`src/rtl/cpu_pkg.sv`:
```
// cpu_pkg: shared fetch-stage types and constants
package cpu_pkg;
  typedef enum logic [1:0] {FETCH, HOLD, FAULT} fetch_state_t;
  localparam int INSTR_BYTES = 4;
  localparam logic [31:0] DEFAULT_RESET_PC = 32'h0;
endpackage

```
`src/rtl/fetch_unit_pc_next.sv`:
```
// pc_next: next-fetch target adder/mux with misalignment detect
module pc_next import cpu_pkg::*; #(
  parameter int ADDR_WIDTH = 32,
  parameter int DATA_WIDTH = 32
) (
  input  logic [ADDR_WIDTH-1:0] instr_pc,
  input  logic                  PCsrc,
  input  logic [DATA_WIDTH-1:0] ImmOp,
  output logic [ADDR_WIDTH-1:0] target,
  output logic                  misaligned
);
  logic [ADDR_WIDTH-1:0] w_imm;
  assign w_imm      = ImmOp[ADDR_WIDTH-1:0];
  assign target     = PCsrc ? instr_pc + w_imm : instr_pc + ADDR_WIDTH'(INSTR_BYTES);
  assign misaligned = |target[1:0];
endmodule

```
`src/rtl/fetch_unit.sv`:
```
// fetch_unit: PC owner, imem req/ack fetch, valid/ready presentation, redirect and fault trap
module fetch_unit import cpu_pkg::*; #(
  parameter int ADDR_WIDTH  = 32,
  parameter int INSTR_WIDTH = 32,
  parameter int DATA_WIDTH  = 32,
  parameter logic [ADDR_WIDTH-1:0] RESET_PC = ADDR_WIDTH'(DEFAULT_RESET_PC),
  parameter int TIMEOUT     = 255
) (
  input  logic                   clk,
  input  logic                   rst,
  output logic                   imem_req,
  output logic [ADDR_WIDTH-1:0]  imem_addr,
  input  logic                   imem_ack,
  input  logic [INSTR_WIDTH-1:0] imem_rdata,
  output logic [INSTR_WIDTH-1:0] instr,
  output logic [ADDR_WIDTH-1:0]  instr_pc,
  output logic [ADDR_WIDTH-1:0]  PCPlus4,
  output logic                   instr_valid,
  input  logic                   instr_ready,
  input  logic                   PCsrc,
  input  logic [DATA_WIDTH-1:0]  ImmOp,
  output logic                   fault,
  output logic [ADDR_WIDTH-1:0]  fault_pc
);
  localparam int CW = (TIMEOUT > 0) ? $clog2(TIMEOUT + 1) : 1;
  fetch_state_t          r_state, w_next;
  logic [ADDR_WIDTH-1:0] r_pc, r_instr_pc, r_fault_pc, w_target;
  logic [INSTR_WIDTH-1:0] r_instr;
  logic [CW-1:0]         r_cnt;
  logic                  w_fetch, w_take, w_xfer, w_mis, w_timeout;
  pc_next #(.ADDR_WIDTH(ADDR_WIDTH), .DATA_WIDTH(DATA_WIDTH)) u_pc_next (
    .instr_pc  (r_instr_pc),
    .PCsrc     (PCsrc),
    .ImmOp     (ImmOp),
    .target    (w_target),
    .misaligned(w_mis)
  );
  assign w_fetch     = r_state == FETCH;
  assign w_take      = w_fetch && imem_ack;
  assign w_xfer      = r_state == HOLD && instr_ready;
  assign w_timeout   = TIMEOUT > 0 && w_fetch && !imem_ack && r_cnt == CW'(TIMEOUT - 1);
  assign imem_req    = w_fetch && !rst;
  assign imem_addr   = r_pc;
  assign instr       = r_instr;
  assign instr_pc    = r_instr_pc;
  assign PCPlus4     = r_instr_pc + ADDR_WIDTH'(INSTR_BYTES);
  assign instr_valid = r_state == HOLD;
  assign fault       = r_state == FAULT;
  assign fault_pc    = r_fault_pc;
  // next state: ack wins over timeout; FAULT is only left through reset
  always_comb begin
    w_next = r_state;
    if (w_fetch) w_next = imem_ack ? HOLD : (w_timeout ? FAULT : FETCH);
    else if (w_xfer) w_next = w_mis ? FAULT : FETCH;
  end
  // state register
  always_ff @(posedge clk) begin
    if (rst) r_state <= FETCH;
    else r_state <= w_next;
  end
  // pc, captured instruction, wait counter and fault address
  always_ff @(posedge clk) begin
    if (rst) begin
      r_pc       <= RESET_PC;
      r_cnt      <= '0;
      r_instr    <= '0;
      r_instr_pc <= '0;
      r_fault_pc <= '0;
    end else begin
      r_cnt <= (w_fetch && !imem_ack) ? r_cnt + CW'(1) : '0;
      if (w_take) begin
        r_instr    <= imem_rdata;
        r_instr_pc <= r_pc;
      end
      if (w_xfer && !w_mis) r_pc <= w_target;
      if (w_xfer && w_mis) r_fault_pc <= w_target;
      if (w_timeout) r_fault_pc <= r_pc;
    end
  end
endmodule

```
`config.mk`:
```
export PLATFORM = sky130hd
export DESIGN_NAME = fetch_unit
export DESIGN_NICKNAME = d
export VERILOG_FILES = /design/src/rtl/cpu_pkg.sv /design/src/rtl/fetch_unit_pc_next.sv /design/src/rtl/fetch_unit.sv
export SDC_FILE = /design/constraint.sdc
export NUM_CORES = 1
export LEC_CHECK = 0
export CORE_MARGIN = 2
export CORE_UTILIZATION = 48
export CTS_CLUSTER_SIZE = 8
export DETAILED_ROUTE_END_ITERATION = 16
export GPL_TIMING_DRIVEN = 1
export HOLD_SLACK_MARGIN = 0.06
export PLACE_DENSITY = 0.82
export REMOVE_ABC_BUFFERS = 1
export SLEW_MARGIN = 20
export SYNTH_ARGS = -nofsm -noshare
export SYNTH_HDL_FRONTEND = slang
export SYNTH_SLANG_ARGS = --single-unit
```
`constraint.sdc`:
```
create_clock -name clk -period 3.9 [get_ports clk]
set_input_delay 0.78 -clock clk [delete_from_list [all_inputs] [get_ports clk]]
set_output_delay 0.78 -clock clk [all_outputs]
set_load 0.05 [all_outputs]
```
# ---- Word level (Yosys, flattened, before mapping)
# Index checks and enable logic that the tools add are counted.
# W data, S select, Z words.
dict set report word_totals {
  out_inout_bits 163
  regBits 138
}
dict set report op_classes {
  n_eq_ne 3
  n_reduce_logical 15
  n_addsub 3
  n_mux 8
  n_bitwise 1
}
# op n
set ops {}
lappend ops {{$mux W32} 3}
lappend ops {{$add A32 B3 Y32 const B} 1}
lappend ops {{$add A32 B32 Y32} 1}
lappend ops {{$mux W2} 5}
lappend ops {{$add A8 B1 Y8 const B} 1}
lappend ops {{$eq A8 B8 Y1 const B} 1}
lappend ops {{$logic_and A1 B1 Y1} 7}
lappend ops {{$reduce_bool A2 Y1} 2}
lappend ops {{$reduce_or A2 Y1} 2}
lappend ops {{$logic_not A1 Y1} 3}
lappend ops {{$eq A2 B1 Y1 const B} 1}
lappend ops {{$eq A2 B2 Y1 const B} 1}
lappend ops {{$logic_not A2 Y1} 1}
lappend ops {{$not A1 Y1} 1}

# ---- Longest topological paths before layout
# Gate-level depths: netlist of run 1.
dict set report depth {
  depth_word 6
  ltp_mapped 11
  mapped_depth_nobuf 11
}

# ---- Cells and area by module
# Synthesis of run 1 repeated with hierarchy kept, for this count alone.
dict set report unflattened {
  hier_cells 1084
  area_unflattened_um2 8383.0
}
# module n_inst cells_per_inst area_each_um2 seq_area_each_um2
set modules_own_cells {}
lappend modules_own_cells {fetch_unit 1 696 5816.8 2762.6}
lappend modules_own_cells {pc_next 1 388 2566.2 0.0}

# ---- Least setup slack after synthesis of run 1
# Ideal clock, no wire load.
dict set report synth_timing {
  kind {register to output}
  startpoint {register r_instr_pc[12] (netlist: instr_pc[12])}
  endpoint {output PCPlus4[31]}
  path_slack_ps 409
  t_arrival_ps 2711
  path_stages_with_launch 6
  cell_sequence {dfxtp_1 > nand4_1 > nor4_2 > nand4_1 > nor3_1 > xor2_1}
}
dict set report synth_between {
  elab_chain_len 1
}
# element line_no
set synth_rtl {}
lappend synth_rtl {{start: declaration} fetch_unit.sv:27} ;# logic [ADDR_WIDTH-1:0] r_pc, r_instr_pc, r_fault_pc, w_target;
lappend synth_rtl {{start signal: assignment} fetch_unit.sv:73} ;# r_instr_pc <= r_pc;
lappend synth_rtl {{$add A32 B3 Y32} fetch_unit.sv:46} ;# assign PCPlus4 = r_instr_pc + ADDR_WIDTH'(INSTR_BYTES);
lappend synth_rtl {{end: declaration} fetch_unit.sv:17} ;# output logic [ADDR_WIDTH-1:0] PCPlus4,
# No other way between the ends.

# ---- Worst setup path in the final report of run 1
dict set report layout_timing {
  startpoint {register r_instr_pc[12] (netlist: instr_pc[12])}
  endpoint {output PCPlus4[22]}
}
# The elaborated chain is that of the path after synthesis.

==> run_results.csv, run 1 <==
group,metric,value,unit
outcome,status,"finished, final reports clean",
timing,slew_viol_final,0,
timing,setup_viol_count_final,0,
cts,clk_latency,420,ps
drt,wire_per_inst,17.57,um
pwr,peakVddDrop,0.2980,mV
timing,setup_ws,170.3,ps
setup_path,cp_max_fo,8,
pwr,p_clk_share,42.0,%
timing,hold_viol,0,
yosys,synthTopCellsByCount,"190 x nand2_1, 138 x dfxtp_1, 128 x a21oi_1, 85 x nor2_1, 43 x clkbuf_1",
final_layout,fin_cells,1410,
drt,drc,0,
place,place.gp.congestion,0.9634,
timing,max_freq,268.1,MHz
place,dpl-instance-area,10120,um2
yosys,synth.most_common_cell,"nand2_1",
cts,post_cts_buffers,0,
drt,viasPerCell,5.627,
yosys,synthArstFlopShare,0,%
timing,final.min_clock_period,3730,ps
place,io_buffers,231,
cts,cts_tree,"done",
drt,first_iter_violations,620,
global_routing,gr-total-overflow,0,
setup_path,crit_type,"reg2out",
setup_path,worst_setup_path_start_kind,"flip-flop",
global_routing,grt_use_total,29.11,%
final_layout,regArea,2763,um2
yosys,synth_top_area_share,36.24,%
timing,period_share,95.63,%
pwr,switching_share,31.54,%
drt,drtPass1Iterations,7,
final_layout,nets,1285,
drt,detailroute.via_count,7934,
flow_run,cap_violations,0,
setup_path,required,3120,ps
yosys,synth_area_leaders,"dfxtp_1 36%, nand2_1 9.4%, a21oi_1 8.4%",
pwr,cellLeakagePower,4.094,nW
timing,clock_skew,11.86,ps
cts,htreeDepth,4,
pwr,combPwrFrac,18.9,%
final_layout,syn_to_final_growth,40.36,%
yosys,synth-seq-area-share,36.24,%
cts,clkTransAtPathRegs,60,ps
setup_path,worst_setup_path_end_kind,"primary output",
global_routing,first_global_vias,7418,
yosys,netlist_instances,961,
final_layout,fill_cells,1352,
floorplanning,die_w,130.0,um
yosys,syn-cell-area,7624,um2
timing,tightestPinTransition,812.0,ps
yosys,synth_cell_type_count,72,
final_layout,final_cell_area,10700,um2
place,dp_worst_setup_slack,6.584,ps
floorplanning,die_h,130.0,um
timing,rsz0062_at_grt,"no",
final_layout,diodes,0,
pwr,p_per_area,358.5,nW/um2
floorplanning,design.core.area,15710,um2
setup_path,cp.arrival,2950,ps
yosys,synth_seq_cells,138,
drt,routed_wl,24770,um
yosys,synth_warnings,0,
final_layout,drive_above_1_share,8.961,%
floorplanning,start_util,48.52,%
drt,ant_nets,0,
place,hpwl,17770,um
final_layout,multiInputGateArea,4496,um2
yosys,ys.flop_type,"dfxtp_1",
global_routing,antenna_found_initial,0,
cts,clk_path_buf_depth,2,
pwr,p_seq_share,39.1,%
yosys,synth_edf_count,0,
global_routing,grt_pass1_wl,38590,um
global_routing,grt_max_degree,72,
floorplanning,die-area,16910,um2
cts,cts_sinks,138,
cts,cts_made_buffers,17,
yosys,avgSynthCellArea,7.933,um2
floorplanning,num_rows,46,
pwr,intPower,2.626,mW
final_layout,finish.utilization,68.10,%
cts,cts_root_buf,"clkbuf_16",
yosys,synth_top_cell_by_area,"dfxtp_1",
min_path,hp-class,"reg2reg",
timing,max_slew_margin,45.67,%
floorplanning,ioPinCount,232,
place,place_inst,1378,
pwr,switchingPower,1.210,mW
placed cells by master (no fill, tap or decap), types with 27 or more instances in the layout:
cell type and n:
a21oi_1 128, buf_4 36, clkdlybuf4s50_1 216, dfxtp_1 138, ha_1 34, nand2_1 189
nand3_1 27, nor2_1 83, xnor2_1 33, xor2_1 28
through the flow:
step / hold slack, ps / setup TNS [ps] / power [mW]
final: 453.6 / 0 / 3.836
after global routing: 475.8 / 0 / 3.968
after global placement: 440.8 / 0 / 2.243
after CTS: 456.0 / 0 / 3.852
after detailed placement: 447.0 / 0 / 2.249
after floorplan: 452.5 / -3161 / 1.941
power by group through the flow:
stage | logic [mW] | clock network [mW] | registers [mW]
6_report | 0.724 | 1.61 | 1.50
5_1_grt | 0.771 | 1.69 | 1.51
4_1_cts | 0.722 | 1.63 | 1.50
3_5_place_dp | 0.718 | 0 | 1.53
3_3_place_gp | 0.714 | 0 | 1.53
2_1_floorplan | 0.254 | 0 | 1.69
cell families after synthesis:
kind of cell             count (synthesis)  share of synthesized area [%]
XOR/XNOR                                61                          7.008
adder cells (fa/ha/maj)                 35                          5.843
AO/OA/AOI/OAI                          270                          23.17
AND/OR/NAND/NOR                        371                          21.20
multiplexers                            11                          1.559
flip-flops                             138                          36.24
buffers and inverters                   75                          4.973
path summary, 6_finish.rpt:
path,cells after the start,startpoint,slack (ps),end
worst max-delay path,5,instr_pc[12]$_SDFFE_PP0P_,170,PCPlus4[22]
worst min-delay path,2,instr[23]$_SDFFE_PP0P_,450,instr[23]$_SDFFE_PP0P_
worst max register to register,11,instr_pc[0]$_SDFFE_PP0P_,740,imem_addr[30]$_SDFFE_PP0P_
worst min register to register,2,instr[23]$_SDFFE_PP0P_,450,instr[23]$_SDFFE_PP0P_
routing by layer:
layer / routed length [um] / up-vias / share of wire [%] / track usage [%]
met3: 1867 / 41 / 7.5 / 6.109
met2: 11790 / 322 / 48 / 47.64
met4: 527 / 0 / 2.1 / 10.12
met1: 10590 / 3746 / 43 / 38.26
li1: - / 3825 / - / -
met5: 0 / - / 0 / 0
what timing repair did:
| item | in CTS | in global routing |
|---|---|---|
| hold buffers | 0 | 0 |
| resized for setup | 0 | 1 |
| endpoints found under the setup margin | 0 | 1 |
| endpoints found under the hold margin | 0 | 0 |
sequential cells by signal (all words and copies together) (netlist names):
signal     count
fault_pc      32
imem_addr     32
instr         32
instr_pc      32
r_cnt          8
r_state        2
cell type report:
cell class	count	share of cell area, %
Multi-Input combinational cell	748	42.01
Sequential cell	138	25.82
Timing Repair Buffer	258	23.64
Clock buffer	17	3.976
Tap cell	216	2.526
Clock inverter	15	1.391
Inverter	18	0.6314
critical path: stages (launching register included):
cell	delay, ps
dfxtp_1	510
nand4_1	300
nor3_1	400
nand3_1	140
xnor2_1	310
clkdlybuf4s50_1	870
No activity file was read; power rests on OpenSTA's default activity.
==> run 2, diff against run 1 <==
ABC_AREA = 1   (was unset)
CORE_UTILIZATION = 50   (was 48)
PLACE_DENSITY = 0.83   (was 0.82)
clock period = 4.1 ns   (was 3.9 ns; I/O delays follow)
==> run_results.csv, run 2 <==
group,metric,value,unit
cts,post_cts_buffers,0,
yosys,synth_area_leaders,"dfxtp_1 32%, nand2_1 18%, inv_1 10%",
timing,final.min_clock_period,3855,ps
drt,drc,0,
global_routing,antenna_found_initial,0,
yosys,synth_top_area_share,31.53,%
pwr,peakVddDrop,0.2997,mV
setup_path,crit_type,"reg2out",
drt,drtPass1Iterations,5,
place,place_inst,1854,
place,place.gp.congestion,0.9974,
yosys,syn-cell-area,8762,um2
drt,detailroute.via_count,9861,
cts,htreeDepth,4,
final_layout,finish.utilization,68.65,%
global_routing,grt_use_total,33.29,%
drt,highest_layer,"met4",
global_routing,gr-total-overflow,0,
yosys,synth_top_cell_by_area,"dfxtp_1",
drt,first_iter_violations,783,
pwr,cellLeakagePower,5.481,nW
drt,wl_met3,2810,um
place,hpwl,23110,um
timing,fin_setup_tns,0,ps
final_layout,fin_cells,1885,
yosys,synth-seq-area-share,31.53,%
yosys,netlist_instances,1433,
drt,wl_met1,12830,um
floorplanning,ioPinCount,232,
pwr,finalPower,4.714,mW
drt,wire_per_inst,16.45,um
floorplanning,die-area,18600,um2
final_layout,nets,1752,
timing,slew_viol_final,0,
yosys,synth.most_common_cell,"nand2_1",
yosys,avgSynthCellArea,6.115,um2
yosys,synthArstFlopShare,0,%
timing,hold_viol,0,
cts,cts_made_buffers,17,
yosys,synth_seq_cells,138,
final_layout,final_common_cell,"nand2_1",
global_routing,grt_pass1_wl,47350,um
timing,period_share,94.02,%
cts,cts_resized,0,
final_layout,final_cell_mix,"414 x nand2_1, 244 x inv_1, 230 x clkdlybuf4s50_1",
cts,cts_sinks,138,
yosys,synth_edf_count,0,
floorplanning,design.core.area,17240,um2
global_routing,grt_max_degree,97,
yosys,synthTopCellsByCount,"414 x nand2_1, 244 x inv_1, 145 x nor2_1, 138 x dfxtp_1, 110 x o21ai_0",
floorplanning,start_util,50.83,%
final_layout,drive_above_1_share,3.916,%
flow_run,cap_violations,0,
pwr,p_per_area,398.4,nW/um2
drt,routed_wl,31000,um
floorplanning,die_w,136.4,um
drt,ant_nets,0,
yosys,synth_cell_type_count,45,
cts,cts_hold_buf,0,
timing,tightestPinTransition,998.1,ps
cts,cts_root_buf,"clkbuf_16",
drt,wl_met2,14290,um
timing,clock_skew,15.13,ps
final_layout,syn_to_final_growth,35.04,%
setup_path,cp_max_fo,9,
global_routing,first_global_vias,9366,
drt,viasPerCell,5.231,
timing,setup_viol_count_final,0,
setup_path,worst_setup_path_start_kind,"flip-flop",
outcome,status,"finished, final reports clean",
min_path,hp-class,"reg2reg",
place,io_buffers,231,
cts,cts_tree,"done",
cts,clkTransAtPathRegs,60,ps
cts,clk_latency,430,ps
setup_path,required,3280,ps
timing,max_slew_margin,33.38,%
floorplanning,num_rows,48,
floorplanning,die_h,136.4,um
final_layout,diodes,0,
yosys,synth_warnings,0,
final_layout,fill_cells,1536,
setup_path,cp.arrival,3030,ps
cts,clk_path_buf_depth,2,
timing,rsz0062_at_grt,"no",
setup_path,worst_setup_path_end_kind,"primary output",
timing,max_freq,259.4,MHz
yosys,ys.flop_type,"dfxtp_1",
## run 2: path summary, 6_finish.rpt
check,startpoint,to,slack [ps],cells after the start
setup / recovery,instr_pc[2]$_SDFFE_PP0P_,PCPlus4[22],250,8
hold / removal,r_cnt[0]$_SDFF_PP0_,r_cnt[0]$_SDFF_PP0_,460,1
setup reg to reg,instr_pc[0]$_SDFFE_PP0P_,fault_pc[10]$_SDFFE_PP0P_,1220,11
hold reg to reg,r_cnt[0]$_SDFF_PP0_,r_cnt[0]$_SDFF_PP0_,460,1
## run 2: cell type report
cell class	instances	area, um2	area share, %
clock inverter	13	166.4	1.406
tap	225	281.5	2.379
inverter	249	934.6	7.899
clock buffer	18	439.2	3.712
sequential	138	2763	23.35
multi-input combinational	996	4828	40.81
timing repair buffer	246	2420	20.45
## run 2: power breakdown
part | switching [mW] | internal [mW] | leakage, nW
registers | 0.107 | 1.44 | 1.13
clock network | 0.642 | 0.975 | 0.289
logic | 1.05 | 0.503 | 4.06
## run 2: kinds of logic (layout without fill, tap and decap cells)
family                   after synthesis  in the layout  share of synthesized area (%)
AO/OA/AOI/OAI                        239            239                          14.02
multiplexers                           2              2                         0.2285
buffers and inverters                299            526                          13.45
flip-flops                           138            138                          31.53
XOR/XNOR                              35             35                          3.584
adder cells (fa/ha/maj)               35             35                          5.084
AND/OR/NAND/NOR                      685            685                          32.10
## run 2: worst max-delay path, stage by stage, from the launching register on
cell,delay [ps]
dfxtp_1,480
ha_1,230
nand2_1,110
nor3_4,340
nand4_1,260
nor2_1,200
nand3b_1,120
nand2_1,80
clkdlybuf4s50_1,800
## run 2: per-layer routing
| metal | global-route usage (%) | up-vias |
|---|---|---|
| li1 | - | 4885 |
| met3 | 7.681 | 75 |
| met5 | 0 | - |
| met1 | 41.22 | 4444 |
| met4 | 13.43 | 0 |
| met2 | 55.81 | 457 |
## run 2: per-stage QoR
step,setup slack (ps),hold slack [ps],instance area (um2)
global placement,722.7,444.5,11230
detailed placement,510.4,448.8,11230
finish,245.2,457.6,11830
floorplan,-907.3,429.7,8518
CTS,287.2,463.7,11830
global route,126.0,498.1,11830
==> run 3, diff against run 2 <==
CORE_MARGIN = unset   (was 2)
==> run_results.csv, run 3 (synthesized netlist as in run 2, its figures left out) <==
group,metric,value,unit
timing,max_slew_margin,32.87,%
floorplanning,start_util,51.01,%
timing,max_freq,260.2,MHz
pwr,cellLeakagePower,5.478,nW
min_path,worstHoldPathCells,1,
floorplanning,design.core.area,17180,um2
global_routing,grt_max_degree,97,
timing,rsz0062_at_grt,"no",
pwr,finalPower,4.744,mW
drt,first_iter_violations,883,
setup_path,cpPeakStageDelay,800,ps
cts,cts_hold_buf,0,
drt,drtPass1Iterations,6,
place,hpwl,22470,um
setup_path,r2r_end,"fault_pc[31]$_SDFFE_PP0P_",
final_layout,finish.utilization,68.89,%
pwr,peakVddDrop,0.3005,mV
global_routing,antenna_found_initial,0,
outcome,status,"finished, final reports clean",
floorplanning,die-area,18060,um2
timing,final.min_clock_period,3843,ps
cts,clk_latency,430,ps
pwr,switchingPower,1.810,mW
timing,hold_ws,469.4,ps
setup_path,worst_setup_path_end_kind,"primary output",
timing,setup_viol_count_final,0,
global_routing,grt_pass1_wl,47710,um
timing,slew_viol_final,0,
min_path,holdPathEnd,"r_cnt[0]$_SDFF_PP0_",
timing,period_share,93.73,%
drt,drc,0,
setup_path,cp_top_family,"simple AND/OR/NAND/NOR gates",
drt,wire_per_inst,16.27,um
floorplanning,die_w,134.4,um
min_path,hp-class,"reg2reg",
pwr,switching_share,38.15,%
drt,detailroute.via_count,9974,
drt,routed_wl,30620,um
setup_path,critPathSlowestCell,"clkdlybuf4s50_1",
cts,cts_tree,"done",
setup_path,r2r_cells,11,
setup_path,required,3280,ps
cts,post_cts_buffers,0,
timing,hold_viol,0,
cts,clkTransAtPathRegs,60,ps
place,io_buffers,231,
timing,clock_skew,11.07,ps
cts,clk_path_buf_depth,2,
setup_path,cp_max_fo,9,
final_layout,drive_above_1_share,3.742,%
final_layout,nets,1749,
floorplanning,ioPinCount,232,
floorplanning,die_h,134.4,um
global_routing,grt_use_total,34.26,%
pwr,intPower,2.935,mW
pwr,combPwrFrac,32.6,%
final_layout,syn_to_final_growth,35.04,%
pwr,p_per_area,401.0,nW/um2
pwr,p_clk_share,34.8,%
min_path,min_from,"r_cnt[0]$_SDFF_PP0_",
setup_path,crit_buf_inv,2,
final_layout,final_cell_mix,"414 x nand2_1, 244 x inv_1, 230 x clkdlybuf4s50_1",
final_layout,diodes,0,
setup_path,path_cells,"ha_1 > nand2_1 > nor3_4 > inv_2 > nor2_2 > nand2_1 > or2_1 > nand2_1 > clkdlybuf4s50_1",
global_routing,first_global_vias,9164,
setup_path,cp.arrival,3020,ps
cts,cts_root_buf,"clkbuf_16",
drt,viasPerCell,5.300,
setup_path,worst_setup_path_start_kind,"flip-flop",
floorplanning,num_rows,48,
cts,cts_resized,0,
final_layout,fill_cells,1564,
cts,cts_made_buffers,17,
cts,htreeDepth,4,
setup_path,crit_type,"reg2out",
place,place.gp.congestion,0.9792,
cts,cts_sinks,138,
pwr,p_seq_share,32.6,%
timing,tightestPinTransition,1006,ps
final_layout,final_common_cell,"nand2_1",
setup_path,cpMostUsedCell,"nand2_1",
setup_path,r2r_slack,1340,ps
flow_run,cap_violations,0,
drt,ant_nets,0,
setup_path,r2r_start,"instr_pc[0]$_SDFFE_PP0P_",
global_routing,gr-total-overflow,0,
==> run 3: power by group through the flow <==
stage | combinational (mW) | clock, mW | sequential, mW
2_1_floorplan | 0.673 | 0 | 1.86
5_1_grt | 1.66 | 1.71 | 1.56
4_1_cts | 1.54 | 1.66 | 1.54
3_5_place_dp | 1.52 | 0 | 1.57
6_report | 1.55 | 1.65 | 1.55
3_3_place_gp | 1.51 | 0 | 1.57
==> run 3: metrics by stage <==
stage	cells	setup TNS, ps	worst slack, ps	area, um2
global route	1882	0	39.03	11830
CTS	1882	0	265.5	11830
floorplan	1383	-29880	-907.3	8518
detailed placement	1851	0	609.7	11220
finish	1882	0	257.1	11830
global placement	1851	0	709.4	11220
==> run 3: final cells by class <==
| class | count | area (um2) | area share (%) |
|---|---|---|---|
| clock buffer | 19 | 452.9 | 3.828 |
| clock inverter | 12 | 162.7 | 1.375 |
| inverter | 249 | 934.6 | 7.899 |
| multi-input combinational | 996 | 4828 | 40.81 |
| sequential | 138 | 2763 | 23.35 |
| tap | 225 | 281.5 | 2.379 |
| timing repair buffer | 243 | 2410 | 20.37 |
==> run 3: worst max-delay path by stage <==
stage,from,to,slack [ps],depth (start not counted)
2_1_floorplan,imem_ack,instr[0]$_SDFFE_PP0P_,-910,5
3_3_place_gp,ImmOp[0],fault_pc[17]$_SDFFE_PP0P_,710,12
3_5_place_dp,ImmOp[0],fault_pc[25]$_SDFFE_PP0P_,610,12
4_1_cts,instr_pc[2]$_SDFFE_PP0P_,PCPlus4[26],270,9
5_1_grt,instr_pc[2]$_SDFFE_PP0P_,PCPlus4[22],40,8
6_report,instr_pc[2]$_SDFFE_PP0P_,PCPlus4[26],260,9
==> run 3: layer usage <==
metal	up-vias	GRT usage, %	share of wire (%)	routed length, um
li1	4891	-	-	-
met2	481	54.52	45	13890
met4	0	13.23	3.1	941
met3	64	7.294	9.4	2876
met5	-	0	0	0
met1	4538	45.28	42	12920
